==> src/rtl/multiplier_share_arbiter.sv <==
// Round-robin scheduler sharing one sequential multiplier among NUM_REQ requesters.
// IDLE->ISSUE->WAIT->RESP; a watchdog aborts a hung multiply, and taint is propagated to result_t.
module multiplier_share_arbiter #(
  parameter int NUM_REQ = 4,
  parameter int WIDTH   = 4,
  parameter int TIMEOUT = 32
) (
  input  logic                     i_clk,
  input  logic                     i_rst,
  input  logic [NUM_REQ-1:0]       i_req,
  input  logic [NUM_REQ-1:0]       i_req_t,
  input  logic [NUM_REQ*WIDTH-1:0] i_opa,
  input  logic [NUM_REQ*WIDTH-1:0] i_opb,
  input  logic [NUM_REQ-1:0]       i_op_t,
  output logic [NUM_REQ-1:0]       o_ack,
  output logic [NUM_REQ-1:0]       o_done,
  output logic [2*WIDTH-1:0]       o_result,
  output logic                     o_result_t,
  output logic                     o_err,
  output logic                     o_busy,
  output logic                     o_mul_start,
  output logic                     o_mul_start_t,
  output logic [WIDTH-1:0]         o_mul_a,
  output logic [WIDTH-1:0]         o_mul_b,
  output logic                     o_mul_op_t,
  input  logic                     i_mul_done,
  input  logic                     i_mul_done_t,
  input  logic [2*WIDTH-1:0]       i_mul_product,
  input  logic                     i_mul_product_t
);
  localparam int IDXW = (NUM_REQ > 1) ? $clog2(NUM_REQ) : 1;
  localparam int WDW  = $clog2(TIMEOUT);
  localparam logic [WDW-1:0] WD_LAST = WDW'(TIMEOUT - 1);

  typedef enum logic [1:0] {S_IDLE, S_ISSUE, S_WAIT, S_RESP} state_t;

  state_t              r_state, w_next;
  logic [IDXW-1:0]     r_last, r_owner;
  logic [WIDTH-1:0]    r_a, r_b;
  logic                r_op_t, r_grant_t;
  logic [WDW-1:0]      r_wdog;
  logic [2*WIDTH-1:0]  r_res;
  logic                r_res_t, r_err;
  logic [IDXW-1:0]     w_pick, w_idx;
  logic                w_any;
  logic                w_expire;

  // First requester after the last owner, with wrap-around.
  always_comb begin
    w_pick = '0;
    w_idx  = '0;
    w_any  = 1'b0;
    for (int k = 1; k <= NUM_REQ; k++) begin
      w_idx = IDXW'((int'(r_last) + k) % NUM_REQ);
      if (!w_any && i_req[w_idx]) begin
        w_any  = 1'b1;
        w_pick = w_idx;
      end
    end
  end

  assign w_expire = (r_wdog == WD_LAST);

  always_ff @(posedge i_clk or negedge i_rst) begin
    if (!i_rst) r_state <= S_IDLE;
    else        r_state <= w_next;
  end

  always_comb begin
    w_next        = r_state;
    o_ack         = '0;
    o_done        = '0;
    o_result      = '0;
    o_result_t    = 1'b0;
    o_err         = 1'b0;
    o_mul_start   = 1'b0;
    o_mul_start_t = 1'b0;
    o_busy        = (r_state != S_IDLE);
    case (r_state)
      S_IDLE:  if (w_any) w_next = S_ISSUE;
      S_ISSUE: begin
        o_ack[r_owner] = 1'b1;
        o_mul_start    = 1'b1;
        o_mul_start_t  = r_grant_t | i_req_t[r_owner];
        w_next         = S_WAIT;
      end
      S_WAIT:  if (i_mul_done || w_expire) w_next = S_RESP;
      S_RESP: begin
        o_done[r_owner] = 1'b1;
        o_result        = r_res;
        o_result_t      = r_res_t;
        o_err           = r_err;
        w_next          = S_IDLE;
      end
      default: w_next = S_IDLE;
    endcase
  end

  always_ff @(posedge i_clk or negedge i_rst) begin
    if (!i_rst) begin
      r_last    <= IDXW'(NUM_REQ - 1);
      r_owner   <= '0;
      r_a       <= '0;
      r_b       <= '0;
      r_op_t    <= 1'b0;
      r_grant_t <= 1'b0;
      r_wdog    <= '0;
      r_res     <= '0;
      r_res_t   <= 1'b0;
      r_err     <= 1'b0;
    end else begin
      case (r_state)
        S_IDLE: if (w_any) begin
          r_owner   <= w_pick;
          r_a       <= i_opa[w_pick*WIDTH +: WIDTH];
          r_b       <= i_opb[w_pick*WIDTH +: WIDTH];
          r_op_t    <= i_op_t[w_pick];
          // Who won depends on every contender, so any tainted request taints the grant.
          r_grant_t <= |i_req_t;
        end
        S_ISSUE: r_wdog <= '0;
        S_WAIT: begin
          r_wdog <= r_wdog + WDW'(1);
          if (i_mul_done) begin
            r_res   <= i_mul_product;
            r_res_t <= i_mul_product_t | i_mul_done_t | r_grant_t | r_op_t;
            r_err   <= 1'b0;
          end else if (w_expire) begin
            r_res   <= '0;
            r_res_t <= r_grant_t;
            r_err   <= 1'b1;
          end
        end
        S_RESP: r_last <= r_owner;
        default: ;
      endcase
    end
  end

  assign o_mul_a    = r_a;
  assign o_mul_b    = r_b;
  assign o_mul_op_t = r_op_t;

endmodule

==> config.mk <==
export PLATFORM = sky130hd
export DESIGN_NAME = multiplier_share_arbiter
export DESIGN_NICKNAME = d
export VERILOG_FILES = /design/src/rtl/multiplier_share_arbiter.sv
export SDC_FILE = /design/constraint.sdc
export NUM_CORES = 1
export LEC_CHECK = 0
export BUFFER_PORTS_ARGS = -buffer_cell sky130_fd_sc_hd__buf_2
export CORE_MARGIN = 1.5
export CORE_UTILIZATION = 46
export DETAILED_ROUTE_END_ITERATION = 7
export PLACE_DENSITY = 0.83
export SETUP_SLACK_MARGIN = 0.4
export SYNTH_ARGS = -nofsm -noshare
export SYNTH_HDL_FRONTEND = slang
export SYNTH_SLANG_ARGS = --single-unit
==> constraint.sdc <==
create_clock -name i_clk -period 2.2 [get_ports i_clk]
set_input_delay 0.11 -clock i_clk [delete_from_list [all_inputs] [get_ports i_clk]]
set_output_delay 0.11 -clock i_clk [all_outputs]
set_load 0.05 [all_outputs]
==> results_dict.tcl <==
set metrics [dict create \
    powerDensity_mw_per_mm2 1470 \
    r2r-start "r_last[0]" \
    vdd_drop_max_mv 0.537 \
    initial_utilization 0.483 \
    synth_top_family_by_area "compound AO/OA/AOI/OAI gates" \
    final_cell_mix "86 x buf_2, 28 x dfrtp_1, 20 x nand2_1" \
    die-area_mm2 0.00426 \
    fp.dieH_um 65.3 \
    drtPass1Iterations 4 \
    drt_iter0_markers 94 \
    antenna_found_initial 0 \
    antenna_cells 0 \
    cts_buffers 5 \
    clk_path_buf_depth 2 \
    cts_max_level 2 \
    synthSimpleGateAreaFrac 0.165 \
    dp_slack_ns 0.357 \
    hold_slack_ns 0.0587 \
    worst_setup_path_end_kind "register" \
    hold_violations 0 \
    syn_nets 241 \
    synth-seq-cells 31 \
    fin_util 0.657 \
    cpPeakStageDelay_ns 0.55 \
    maxSlewHeadroom 0.540 \
    place_hpwl_mm 3.43 \
    max_freq_ghz 0.575 \
    syn_inst 178 \
    grt_overflow 0 \
    num_io_pins 87 \
    critical_path.startpoint "r_last[0]" \
    cts.clk_slew.worst_paths_ns 0.06 \
    place_congestion 0.772 \
    synthToLayoutAreaGrowth_pct 35.9 \
    power.leakage_nw 1.29 \
    grt_pass1_vias 1583 \
    use_met1 0.279 \
    drive_gt1_frac 0.422 \
    synth_compound_area_frac 0.167 \
    grt_usage 0.222 \
    startpoint_type "register" \
    maxCapViolations 0 \
    fin_area_mm2 0.00242 \
    netlist_area_mm2 0.00178 \
    fin_tns_setup_ns 0 \
    tightest_slew_ns 0.690 \
    timing.critical_path.buf_inv 2 \
    root_buffer "clkbuf_8" \
    grt_start_max_net_pins 32 \
    fin_crit_sh 0.790 \
    fin_ws_ns 0.462 \
    ys_seq_area_frac 0.436 \
    synthMuxAreaShare 0.126 \
    drt.antenna.violating_nets 0 \
    synthDistinctLibCells 37 \
    min_path_type "in -> reg" \
    clock_skew_ns 0.00656 \
    drc 0 \
    crit_slowest_cell "dfstp_2" \
    rsz0062_at_grt "false" \
    slew_violations 0 \
    synthXorXnorAreaFrac 0 \
    grt.met2_usage 0.369 \
    wl_mm 4.67 \
    status "completed" \
    cp_max_fo 5 \
    critPathKind "reg -> reg" \
    num_vias 1677 \
    stdcell_count 316 \
    nNetsFinal 331 \
    synth_fa_ha_area_frac 0.0421 \
    worstSkewPairLatency_ns 0.28 \
    p_total_mw 3.55 \
    num_rows 22 \
    hp-start "i_mul_product[2]" \
    placedCellCount 304 \
    viasPerCell 5.31 \
    placed_cell_area_mm2 0.00225 \
    drt-wirelength-per-cell_um 14.8 \
    core_area_mm2 0.00369 \
    layout_commonest_cell "buf_2" \
    fin_crit_ns 1.74 \
    cp_data_required_time_ns 2.34 \
    cp_top_family "flip-flops" \
    die_x_um 65.3 \
    cp_cell_sequence "nand2b_2, a21oi_2, a211oi_4, buf_6, buf_12, mux2i_1, o221ai_1" \
    top_usage_layer "met2" \
    fill_cells 318 \
    cts_tree "yes" \
    yosysWarnings 0 \
    io_buffers 86 \
    arrival_ns 1.88 \
    final-setup-viol-count 0 \
    avgSynthCellArea_um2 10.0 \
    grt_util_met3 0.0462 \
    cts_sinks 31 \
    grt_first_pass_wirelength_mm 7.18 \
]
[state kept, by name (all words and copies together) (netlist names)]
register    cells
o_mul_a         4
o_mul_b         4
o_mul_op_t      1
r_err           1
r_grant_t       1
r_last          2
r_owner         2
r_res           8
r_res_t         1
r_state         2
r_wdog          5
[where the power goes]
group | internal, mW | switching [mW]
Combinational | 0.758 | 1.37
Clock | 0.217 | 0.191
Sequential | 0.826 | 0.191
Total | 1.80 | 1.75
[logic make-up (layout without fill, tap and decap cells)]
| group | count (synthesis) | after routing |
|---|---|---|
| compound gates | 41 | 41 |
| fa+ha+maj | 6 | 6 |
| buf+inv | 23 | 113 |
| flops | 31 | 31 |
| mux | 21 | 21 |
| simple gates | 56 | 56 |
[final cells by class]
cell class | count | area, um^2 | share of cell area
Clock buffer | 7 | 76.3 | 0.0315
Sequential cell | 31 | 779 | 0.322
Inverter | 12 | 45.0 | 0.0186
Timing Repair Buffer | 94 | 544 | 0.225
Multi-Input combinational cell | 124 | 917 | 0.379
Tap cell | 48 | 60.1 | 0.0248
[path summary, 6_finish.rpt]
| kind | to | cells past startpoint | slack [ns] |
|---|---|---|---|
| min in group asynchronous | r_res[5] | 2 | 0.43 |
| setup / recovery | o_mul_b[3] | 7 | 0.46 |
| setup reg to reg | o_mul_b[3] | 7 | 0.46 |
| hold reg to reg | o_mul_b[2] | 2 | 0.49 |
| hold / removal | r_res[2] | 2 | 0.06 |
| max in group asynchronous | r_owner[1] | 2 | 1.29 |
[metal layers]
metal	wire, um	part of all wire	vias to the layer above
li1	-	-	816
met1	1970	0.42	802
met2	2400	0.51	49
met3	196	0.042	10
met4	108	0.023	0
met5	0	0	-
[worst reg2reg max path: stages (launching register included)]
cell      delay [ns]
dfstp_2         0.55
nand2b_2        0.14
a21oi_2         0.07
a211oi_4        0.16
buf_6           0.16
buf_12          0.13
mux2i_1         0.24
o221ai_1        0.15
[synthesized netlist by cell type, drive strengths merged]
| master | count | share of area |
|---|---|---|
| dfstp | 2 | 0.029 |
| o21a | 1 | 0.0042 |
| and3 | 3 | 0.011 |
| a211oi | 2 | 0.011 |
| a21oi | 4 | 0.013 |
| a22oi | 1 | 0.0042 |
| mux2i | 19 | 0.11 |
| nor4 | 2 | 0.0070 |
| a22o | 8 | 0.039 |
| nor3 | 1 | 0.0028 |
| nand2b | 4 | 0.015 |
| o221ai | 9 | 0.044 |
| nor3b | 3 | 0.013 |
| clkbuf | 7 | 0.015 |
| o22ai | 2 | 0.0070 |
| ha | 6 | 0.042 |
| buf | 4 | 0.023 |
| inv | 12 | 0.025 |
| mux4 | 1 | 0.013 |
| and3b | 2 | 0.0098 |
| o22a | 2 | 0.0098 |
| or2 | 1 | 0.0035 |
| nor2 | 4 | 0.0084 |
| o21ai | 12 | 0.034 |
| nand2 | 20 | 0.042 |
| and2 | 11 | 0.039 |
| mux2 | 1 | 0.0063 |
| nand3 | 5 | 0.014 |
| dfrtp | 29 | 0.41 |
[timing repair]
action,in CTS,in global routing
setup endpoints to repair,6,23
gates cloned,0,2
gates resized for setup,2,5
hold buffers,1,0
pin swaps,0,1
endpoints found under the hold margin,29,0
buffers inserted,0,2
No activity file was read; power rests on OpenSTA's default activity.
